`config.mk`:
```
export PLATFORM = sky130hd
export DESIGN_NAME = cond_unit
export DESIGN_NICKNAME = d
export VERILOG_FILES = /design/src/rtl/cond_unit.sv
export SDC_FILE = /design/constraint.sdc
export NUM_CORES = 1
export LEC_CHECK = 0
export ABC_CLOCK_PERIOD_IN_PS = 1750
export BUFFER_PORTS_ARGS = -buffer_cell sky130_fd_sc_hd__clkbuf_2
export CAP_MARGIN = 5
export CORE_AREA = 2 2 39 41
export CTS_CLUSTER_SIZE = 20
export DETAILED_ROUTE_END_ITERATION = 6
export DIE_AREA = 0 0 41 43
export PLACE_DENSITY_LB_ADDON = 0.05
export SETUP_SLACK_MARGIN = 0.3
export SLEW_MARGIN = 10
export SYNTH_ARGS = -nofsm -noshare
export SYNTH_HDL_FRONTEND = slang
export SYNTH_SLANG_ARGS = --single-unit
```
`constraint.sdc`:
```
create_clock -name clk -period 1.75 [get_ports clk]
set_input_delay 0.525 -clock clk [delete_from_list [all_inputs] [get_ports clk]]
set_output_delay 0.525 -clock clk [all_outputs]
set_load 0.05 [all_outputs]
```
`src/rtl/cond_unit.sv`:
```
// Condition-check and flag-register unit: evaluates the instruction condition
// against the stored NZCV flags and gates the write enables with the registered result.
module cond_unit #(
    parameter logic [3:0] RESET_FLAGS = 4'b0000,
    parameter bit         NV_EXECUTES = 1'b1
) (
    input  logic       clk,
    input  logic       reset,
    input  logic [3:0] Cond,
    input  logic [3:0] ALUFlags,
    input  logic [1:0] FlagW,
    input  logic       PCS,
    input  logic       NextPC,
    input  logic       RegW,
    input  logic       MemW,
    output logic       PCWrite,
    output logic       RegWrite,
    output logic       MemWrite,
    output logic [3:0] Flags,
    output logic       CondExQ
);

    logic [3:0] flags_reg;
    logic [3:0] flags_next;
    logic       cond_ex_q_reg;
    logic       cond_ex;
    logic [1:0] flag_write;
    logic       n_flag, z_flag, c_flag, v_flag;

    assign {n_flag, z_flag, c_flag, v_flag} = flags_reg;

    // Condition is judged on the stored flags, so a same-cycle flag update
    // only becomes visible to the following instruction.
    always_comb begin
        cond_ex = 1'b0;
        case (Cond)
            4'b0000: cond_ex = z_flag;
            4'b0001: cond_ex = ~z_flag;
            4'b0010: cond_ex = c_flag;
            4'b0011: cond_ex = ~c_flag;
            4'b0100: cond_ex = n_flag;
            4'b0101: cond_ex = ~n_flag;
            4'b0110: cond_ex = v_flag;
            4'b0111: cond_ex = ~v_flag;
            4'b1000: cond_ex = c_flag & ~z_flag;
            4'b1001: cond_ex = ~c_flag | z_flag;
            4'b1010: cond_ex = ~(n_flag ^ v_flag);
            4'b1011: cond_ex = n_flag ^ v_flag;
            4'b1100: cond_ex = ~z_flag & ~(n_flag ^ v_flag);
            4'b1101: cond_ex = z_flag | (n_flag ^ v_flag);
            4'b1110: cond_ex = 1'b1;
            default: cond_ex = NV_EXECUTES;
        endcase
    end

    assign flag_write = FlagW & {2{cond_ex}};

    // Bit 1 of flag_write owns {N,Z}, bit 0 owns {C,V}; the halves load independently.
    generate
        for (genvar gi = 0; gi < 2; gi++) begin : g_flag_half
            assign flags_next[2*gi +: 2] = flag_write[gi] ? ALUFlags[2*gi +: 2]
                                                          : flags_reg[2*gi +: 2];
        end
    endgenerate

    always_ff @(posedge clk or negedge reset) begin
        if (!reset) begin
            flags_reg     <= RESET_FLAGS;
            cond_ex_q_reg <= 1'b0;
        end else begin
            flags_reg     <= flags_next;
            cond_ex_q_reg <= cond_ex;
        end
    end

    assign Flags    = flags_reg;
    assign CondExQ  = cond_ex_q_reg;
    assign RegWrite = RegW & cond_ex_q_reg;
    assign MemWrite = MemW & cond_ex_q_reg;
    // Sequential PC advance is never conditional; only branch writes are gated.
    assign PCWrite  = NextPC | (PCS & cond_ex_q_reg);

endmodule

```
=== Word level (Yosys, flattened, before mapping) ===
Cells that the tools add are included.

* Bitwise gates (word level): 15
* Reduce and logical (&&, ||, !) cells: 1
* Eq/ne operators: 13
* Multiplexer cells: 1

{| class="wikitable"
|+ Operators with widths
! cell !! number
|-
| 4-bit equality test, second input constant || 6
|-
| 4-bit by 3-bit equality test with 1-bit output, second input constant || 4
|-
| 1-bit one-hot mux with 14 select lines || 1
|-
| 4-bit by 2-bit equality test with 1-bit output, second input constant || 2
|-
| 1-bit bitwise AND || 5
|-
| 1-bit NOT || 5
|-
| 4-bit by 1-bit equality test with 1-bit output, second input constant || 1
|-
| 4-bit logical NOT || 1
|-
| 1-bit bitwise OR || 3
|-
| 2-bit bitwise AND || 1
|-
| 1-bit XOR || 1
|}

* Output and inout bits: 8
* Word-level logic and storage cells: 33
* Flip-flop bits (word level): 5

=== Longest topological paths before layout ===
Gate-level depths: netlist of run 1.

* Word-level depth: 5
* Mapped depth: 6

=== Worst setup path after synthesis of run 1 ===
Ideal clock, no wire load.

* Path type: register to register
* From: register flags_reg[3], in the netlist Flags[3]
* To: register flags_reg[0], in the netlist Flags[0]
* Required time: 1,625 ps
* Arrival time: 2,091 ps
* Setup slack: -466 ps
* Period minus slack after synthesis: 2,216 ps
* Stages on the path, launching flop included: 6
* Cell sequence: dfrtp_1 -> xnor2_1 -> a22oi_1 -> mux2i_1 -> or4b_4 -> mux2_4

* Word-level cells in the longest chain between the ends: 5

{| class="wikitable"
|+ Ends and longest elaborated chain
! element !! RTL line !! text
|-
| start, declared || 23 || <nowiki>logic [3:0] flags_reg;</nowiki>
|-
| start signal, assigned || 71 || <nowiki>flags_reg <= flags_next;</nowiki>
|-
| 1-bit XOR || n/a ||
|-
| 1-bit NOT || 47, 49 ||
|-
| 1-bit bitwise AND || 49 || <nowiki>4'b1100: cond_ex = ~z_flag & ~(n_flag ^ v_flag);</nowiki>
|-
| 1-bit one-hot mux with 14 select lines * || 36 || <nowiki>case (Cond)</nowiki>
|-
| 2-bit bitwise AND * || 56 || <nowiki>assign flag_write = FlagW & {2{cond_ex}};</nowiki>
|}

Every way passes the cells marked *; elsewhere a longest branch is shown, timed or not.
A chain may end at the register's enable or synchronous reset.

=== Worst setup path in the final report of run 1 ===
* From: register flags_reg[0], in the netlist Flags[0]
* To: register flags_reg[0], in the netlist Flags[0]

Same word-level chain as after synthesis.

==> impl_metrics.toml, run 1 <==
[drt]
wire_per_inst_um = 13.0
drt-total-wl_um = 1300
drtPass1Iterations = 3
via_count = 480
drc_errors = 0
via_per_inst = 4.80
drt_iter0_drc = 10
ant_nets = 0

[synthesis]
synth_nets = 56
syn_area_um2 = 418
synth_top_area_share_pct = 29.9
avgSynthCellArea_um2 = 10.4
netlist_instances = 40
seq_area_frac_synth_pct = 29.9
yosys_most_used_dff = "dfrtp_1"
yosysUniqueCellTypes = 22
yosysMostFrequentCell = "dfrtp_1"
synth_edf_count = 0
synth_area_leaders = "dfrtp_1 30%, xnor2_1 8.4%, mux2i_1 7.2%"
ys_seq_elements = 5
synth_area_leader_cell = "dfrtp_1"
synth_top_cells_by_count = "5 x dfrtp_1, 4 x nor3b_1, 4 x xnor2_1"
synth_warnings = 0
synth-async-reset-ratio_pct = 100

[placed_design]
dp_cells = 89
postPlaceCellArea_um2 = 647
port_buffers = 23
globalplace.congestion = 0.687

[clock_tree]
clkTransAtPathRegs_ns = 0.04
insertion_delay_ns = 0.24
clock-sinks = 5
cts_made_buffers = 3
ctsHtreeMaxLevel = 1
ctsRootBufferMaster = "clkbuf_4"
hold_buffers = 0
clock_path_buffers = 2
cts_tree = "done"

[die]
die_w_um = 41
rows = 14
dieArea_mm2 = 0.00176
chipHeight_um = 43
initial_utilization_pct = 30.2
ios = 24
fp.coreArea_mm2 = 0.00138

[hold_path]
hold_class = "in2async"

[timing]
fin_crit_sh_pct = 113
finalClockSkew_ns = 0.00235
finalSetupViolCount = 4
fin_crit_ns = 1.98
slew-limit-headroom_pct = 81.6
tightest_slew_ns = 0.277
max_freq_mhz = 504
hold_viol_final = 0
setup_ws_ns = -0.234
setup_tns_ns = -0.749
final_max_slew_viol_count = 0
rsz0062_at_grt = "true"

[setup_path]
crit_arrival_ns = 2.11
worst-setup-path-type = "reg2reg"
critPathMaxFanout = 3
cpPeakStageDelay_ns = 0.54
startpoint_type = "register"
critPathCaptureType = "register"
reg2reg_slack_ns = -0.23
path_cells = "mux2i_2 -> xnor2_1 -> a22o_2 -> or4b_4 -> mux2_4"
critPathSlowestCell = "or4b_4"
worstPathRequired_ns = 1.87

[global_route]
grt_max_degree = 7
antenna_found_initial = 0
grt_usage_pct = 16.7
grt_pass1_vias = 500
grt-ovfl-total = 0
grt_pass1_wl_um = 2000

[finish]
nNetsFinal = 101
seq_area_um2 = 131
design_area_um2 = 917
fill_cells = 113
area_growth_pct = 119
multi_input_area_um2 = 333
final_cells = 100
drive_gt1_share_pct = 78.6
finish.utilization_pct = 66.3
antenna_cells = 0

[power]
vdd_drop_max_mv = 0.778
power.total_w = 0.00135
powerDensity_mw_per_mm2 = 1470
p_leak_nw = 0.461

[run]
drv_cap = 0

[status]
outcome = "complete, but fails checks"
violations = "negative setup slack"
cell families after synthesis:
family	after synthesis	synth area share, %
AND/OR/NAND/NOR	14	25.7
AO/OA/AOI/OAI	7	13.5
multiplexers	6	17.1
flip-flops	5	29.9
XOR/XNOR	4	8.38
buffers and inverters	4	5.39
report_power, final:
part           leakage (nW)  internal, W  switching (W)  total [W]
Combinational         0.393     0.000558       0.000413   0.000971
Clock                0.0150    0.0000862      0.0000470   0.000133
Sequential           0.0533     0.000169      0.0000729   0.000242
Total                 0.461     0.000814       0.000533    0.00135
area by class of cell:
type / count / area share (%)
Sequential cell: 5 / 14.3
Timing Repair Buffer: 41 / 43.1
Multi-Input combinational cell: 31 / 36.3
Tap cell: 16 / 2.18
Clock buffer: 4 / 2.86
Inverter: 3 / 1.23
per-layer routing:
| layer | global-route usage, % | wire, um | up-vias |
|---|---|---|---|
| met5 | 0 | 0 | - |
| met4 | 4.00 | 14 | 0 |
| met3 | 6.81 | 84 | 2 |
| met2 | 28.4 | 684 | 21 |
| met1 | 18.1 | 518 | 223 |
| li1 | - | - | 234 |
sequential cells by signal, summed over array words and instances (netlist names):
signal	cells
CondExQ	1
Flags	4
critical path: cells and delay by family (launching register included):
family	cells	cell delay [ns]
DFF	1	0.45
xor gates and xnor gates	1	0.09
AOI/OAI and AO/OA	1	0.28
muxes	2	0.50
and+or+nand+nor	1	0.54
repair_timing:
action / in CTS / in global routing
pin swaps: 3 / 1
setup endpoints to repair: 10 / 12
resized for setup: 28 / 8
buffers inserted: 5 / 2
worst paths after layout:
kind | from | to | depth (start not counted)
min in group clk | ALUFlags[2] | Flags[2]$_DFFE_PN0P_ | 2
worst min-delay path | reset | Flags[3]$_DFFE_PN0P_ | 1
max in group asynchronous | reset | Flags[1]$_DFFE_PN0P_ | 1
worst min register to register | Flags[1]$_DFFE_PN0P_ | Flags[1]$_DFFE_PN0P_ | 1
worst max-delay path | Flags[0]$_DFFE_PN0P_ | Flags[0]$_DFFE_PN0P_ | 5
worst max register to register | Flags[0]$_DFFE_PN0P_ | Flags[0]$_DFFE_PN0P_ | 5
cell usage in the layout (no fill, tap or decap), drive strengths merged:
cell type	synthesis	layout
clkbuf	0	25
buf	1	20
dfrtp	5	5
xnor2	4	4
nor3b	4	4
inv	3	3
mux2	3	3
mux2i	3	3
a22o	3	3
and2	2	2
and2b	1	1
nor2	1	1
and4b	1	1
nand2	1	1
nor2b	1	1
and3b	1	1
a22oi	1	1
a21o	1	1
nor4b	1	1
o21ai	1	1
a211o	1	1
or4b	1	1
stage by stage:
| stage | worst slack, ns | hold WS [ns] |
|---|---|---|
| after global routing | -0.286 | 0.0924 |
| final | -0.234 | 0.0900 |
| after CTS | -0.219 | 0.0961 |
| after global placement | -0.491 | 0.347 |
| after floorplan | -0.335 | 0.229 |
| after detailed placement | -0.501 | 0.350 |
(Power assumes the default switching activity.)
==> run 2: changes to the inputs <==
- BUFFER_PORTS_ARGS: -buffer_cell sky130_fd_sc_hd__clkbuf_2 -> -buffer_cell sky130_fd_sc_hd__buf_4
- CTS_CLUSTER_SIZE: 20 -> default
- SLEW_MARGIN: 10 -> 20
==> run 2 against run 1 <==
Global-route usage grew 0.051 points. Clock power is essentially flat. Cell area shrank 6.1%. The run still ends with negative setup slack left. Via count shrank 3.8%. Count of clock-buffer cells in the layout is the same. Flip-flop and latch count is the same. Utilization shrank 4.1 points. Critical path type is now in2reg. Die area is the same.
==> impl_metrics.toml, run 2 (same netlist as run 1, synthesis figures left out) <==
[clock_tree]
ctsHtreeMaxLevel = 1
ctsRootBufferMaster = "clkbuf_4"
clock_path_buffers = 2
cts_tree = "done"
insertion_delay_ns = 0.24
clkTransAtPathRegs_ns = 0.04
clock-sinks = 5
cts_made_buffers = 3

[hold_path]
hold_class = "in2async"

[setup_path]
critPathMaxFanout = 5
cp-startpoint = "Cond[3]"
startpoint_type = "primary input"
worstRegToRegCells = 5
critPathCaptureType = "register"
crit_arrival_ns = 2.09
worst-setup-path-type = "in2reg"
reg2reg_from = "Flags[0]$_DFFE_PN0P_"
worstPathRequired_ns = 1.87

[global_route]
grt-ovfl-total = 0
grt_max_degree = 7
antenna_found_initial = 0
grt_usage_pct = 16.8
grt_pass1_wl_um = 1950
grt_pass1_vias = 462

[finish]
area_growth_pct = 106
mostFrequentLayoutCells = "27 x buf_4, 6 x buf_8, 5 x dfrtp_2, 5 x buf_6"
nNetsFinal = 98
largest_reg_flops = 4
final_cells = 97
drive_gt1_share_pct = 76.5
final_common_cell = "buf_4"
seq_area_um2 = 131
antenna_cells = 0
multi_input_area_um2 = 323
fill_cells = 123

[die]
fp.coreArea_mm2 = 0.00138
dieArea_mm2 = 0.00176
rows = 14
die_w_um = 41
chipHeight_um = 43
ios = 24
initial_utilization_pct = 30.2

[timing]
slew-limit-headroom_pct = 81.4
final_max_slew_viol_count = 0
finalSetupViolCount = 4
hold_viol_final = 0
fin_crit_ns = 1.97
rsz0062_at_grt = "true"
holdWs_ns = 0.0792
finalClockSkew_ns = 0.000501
fin_crit_sh_pct = 112
setup_ws_ns = -0.218
tightest_slew_ns = 0.278
max_freq_mhz = 508

[power]
powerDensity_mw_per_mm2 = 1470
vdd_drop_max_mv = 0.807
p_leak_nw = 0.417

[status]
outcome = "complete, but fails checks"
violations = "negative setup slack"

[drt]
wire_per_inst_um = 11.7
drtPass1Iterations = 2
drt-total-wl_um = 1130
ant_nets = 0
via_per_inst = 4.76
via_count = 462
drc_errors = 0
drt_iter0_drc = 2

[placed_design]
dp_hpwl_um = 955
dp_cells = 90
port_buffers = 23
globalplace.congestion = 0.730

[run]
drv_cap = 0
run 2: power breakdown:
group	internal [W]	switching [W]
clock	0.0000860	0.0000436
combinational	0.000493	0.000404
sequential	0.000169	0.0000684
total	0.000748	0.000516
run 2: metrics by stage:
stage | TNS, ns | setup slack (ns) | total power [W] | area [um2] | utilization [%]
global placement | -1.44 | -0.429 | 0.000930 | 712 | 51.4
detailed placement | -1.44 | -0.440 | 0.000927 | 712 | 51.4
floorplan | -0.917 | -0.335 | 0.000660 | 444 | -
finish | -0.676 | -0.218 | 0.00126 | 861 | 62.2
global route | -1.03 | -0.301 | 0.00134 | 861 | 62.2
CTS | -0.648 | -0.200 | 0.00126 | 850 | 61.4
run 2: layer usage:
layer / vias to the layer above / GRT usage (%) / routed length [um]
li1: 229 / - / -
met1: 210 / 20.3 / 439
met2: 21 / 25.3 / 572
met3: 2 / 7.33 / 113
met4: 0 / 6.00 / 8
met5: - / 0 / 0
run 2: worst max-delay path, stage by stage:
cell and delay (ns):
buf_4 0.13, and3b_2 0.19, a22oi_2 0.17, mux2i_2 0.25, or4b_4 0.51, mux2_4 0.31
run 2: layout make-up:
class                   count  share of cell area (%)
repair buffers             38                    40.6
multi-input cells          31                    37.5
flip-flops and latches      5                    15.3
clock buffers               4                    3.05
well taps                  16                    2.33
inverters                   3                    1.31
run 2: what timing repair did:
item / CTS / global route
pin swaps: 7 / 1
buffers inserted: 3 / 0
hold buffers: 0 / 0
gates resized for setup: 22 / 3
endpoints found under the setup margin: 11 / 12
run 2: path summary, 6_finish.rpt:
| kind | to | slack, ns |
|---|---|---|
| max | Flags[0]$_DFFE_PN0P_ | -0.22 |
| min | Flags[3]$_DFFE_PN0P_ | 0.08 |
| max reg2reg | Flags[0]$_DFFE_PN0P_ | -0.22 |
| min reg2reg | Flags[1]$_DFFE_PN0P_ | 0.65 |
| max in group asynchronous | Flags[0]$_DFFE_PN0P_ | 1.55 |
| min in group clk | Flags[2]$_DFFE_PN0P_ | 0.51 |
==> run 3: changes to the inputs <==
- ABC_AREA: default -> 1
- SLEW_MARGIN: 20 -> default
==> run 3 against run 2 <==
The run now ends clean. Routed wire length shrank 7.9%. Sequential share of layout area increased by 4.0 points. Synthesized cell count up 90%. Final cell count up 22%. Combinational power decreased by 41%. Non-clock buffer count shrank 15. First-iteration DRC count down 50%. Critical path type is now reg2out. Highest routed layer is now met3.
==> impl_metrics.toml, run 3 <==
[global_route]
grt_pass1_wl_um = 1810
antenna_found_initial = 0
grt_max_degree = 9
grt_usage_pct = 14.6
grt-ovfl-total = 0
grt_pass1_vias = 452

[drt]
drt_iter0_drc = 1
drc_errors = 0
via_per_inst = 4.48
drtPass1Iterations = 4
wire_per_inst_um = 8.84
drt-total-wl_um = 1040
ant_nets = 0
via_count = 529

[finish]
mostFrequentLayoutCells = "33 x nand2_1, 19 x buf_4, 10 x nand3_1"
antenna_cells = 0
drive_gt1_share_pct = 38.2
largest_reg_flops = 4
area_growth_pct = 53.0
nNetsFinal = 119
final_common_cell = "nand2_1"

[timing]
holdWs_ns = 0.0799
hold_viol_final = 0
final_max_slew_viol_count = 0
tightest_slew_ns = 0.232
setup_tns_ns = 0
rsz0062_at_grt = "true"
fin_crit_ns = 1.52
finalClockSkew_ns = 0.00312
finalSetupViolCount = 0
max_freq_mhz = 656
slew-limit-headroom_pct = 84.6
fin_crit_sh_pct = 87.1

[clock_tree]
hold_buffers = 0
clock_path_buffers = 2
ctsHtreeMaxLevel = 1
post-cts-setup-buffers = 0
ctsRootBufferMaster = "clkbuf_4"
cts_made_buffers = 3
clock-sinks = 5
insertion_delay_ns = 0.24
clkTransAtPathRegs_ns = 0.04
cts_tree = "done"

[setup_path]
critPathCaptureType = "primary output"
worst-path-buf-inv = 1
crit_family = "flip-flops"
startpoint_type = "register"
reg2reg_slack_ns = 0.49
crit_arrival_ns = 1.00
critPathSlowestCell = "dfrtp_2"
worstRegToRegCells = 10
rr_endpoint = "Flags[3]$_DFFE_PN0P_"
critPathMaxFanout = 4
reg2reg_from = "Flags[2]$_DFFE_PN0P_"
worstPathRequired_ns = 1.22
path_cells = "a21o_2 -> buf_6"
worst-setup-path-type = "reg2out"
cpPeakStageDelay_ns = 0.42

[synthesis]
seq_area_frac_synth_pct = 28.3
synth_nets = 92
synth-async-reset-ratio_pct = 100
avgSynthCellArea_um2 = 5.81
netlist_instances = 76
ys_seq_elements = 5
syn_area_um2 = 442
synth_top_area_share_pct = 28.3
synth_warnings = 0
synth_edf_count = 0
synth_area_leaders = "dfrtp_1 28%, nand2_1 28%, nand3_1 11%"
yosysMostFrequentCell = "nand2_1"
synth_top_cells_by_count = "33 x nand2_1, 10 x nand3_1, 8 x inv_1"
synth_area_leader_cell = "dfrtp_1"
yosys_most_used_dff = "dfrtp_1"
yosysUniqueCellTypes = 15

[die]
ios = 24
dieArea_mm2 = 0.00176
die_w_um = 41
rows = 14
fp.coreArea_mm2 = 0.00138
chipHeight_um = 43
initial_utilization_pct = 31.9

[run]
drv_cap = 0

[placed_design]
port_buffers = 23
globalplace.congestion = 0.701
dp_hpwl_um = 856

[power]
p_leak_nw = 0.389
vdd_drop_max_mv = 0.620
powerDensity_mw_per_mm2 = 1310
power.total_w = 0.000886

[hold_path]
hold_class = "in2async"

[status]
outcome = "complete, no violations"
-- run 3: cell count changes after synthesis, moves of 4 or more --
cell and change:
nor3b_1 -4, xnor2_1 -4, inv_1 +5, nand2_2 +4, nor2_1 +4, nand3_1 +10, nand2_1 +32
-- run 3: worst max-delay path by stage --
stage / to / cells after the start / startpoint
floorplan: Flags[2]$_DFFE_PN0P_ / 11 / Flags[2]$_DFFE_PN0P_
global placement: PCWrite / 3 / PCS
detailed placement: PCWrite / 3 / PCS
CTS: PCWrite / 2 / CondExQ$_DFF_PN0_
global route: PCWrite / 2 / CondExQ$_DFF_PN0_
finish: PCWrite / 2 / CondExQ$_DFF_PN0_
-- run 3: kinds of logic after synthesis --
| kind of cell | share of synthesized area, % |
|---|---|
| buffers and inverters | 11.9 |
| AOI/OAI and AO/OA | 3.97 |
| and+or+nand+nor | 55.8 |
| DFF | 28.3 |
-- run 3: repair_timing --
action                     CTS  global route
setup endpoints to repair    4             3
hold endpoints to repair     0             0
resized for setup            4             1
cloned                       0             0
-- run 3: area by class of cell --
type                            count  area [um2]
Multi-Input combinational cell     59         270
Sequential cell                     5         130
Timing Repair Buffer               23         188
Fill cell                         165         708
Tap cell                           16        20.0
Clock buffer                        4        26.3
Inverter                           11        41.3
-- run 3: power by group --
group / internal [W] / total [W] / switching (W)
clock network: 0.0000859 / 0.000129 / 0.0000432
registers: 0.000164 / 0.000227 / 0.0000628
logic: 0.000181 / 0.000529 / 0.000349
total: 0.000431 / 0.000886 / 0.000455
-- run 3: layer usage --
layer  track usage, %  vias up  share of wire, %
met5                0        -                 0
met4             6.00        0                 0
met3             1.57        0               5.1
met2             21.9       13                52
met1             20.4      229                43
li1                 -      287                 -
-- run 3: metrics by stage --
step	instances	utilization, %	cell area [um2]	setup slack [ns]
4_1_cts	118	48.5	671	0.222
3_3_place_gp	114	45.5	629	0.222
3_5_place_dp	114	45.5	629	0.222
2_1_floorplan	76	-	448	0.311
6_report	118	48.8	676	0.226
5_1_grt	118	48.8	676	0.199
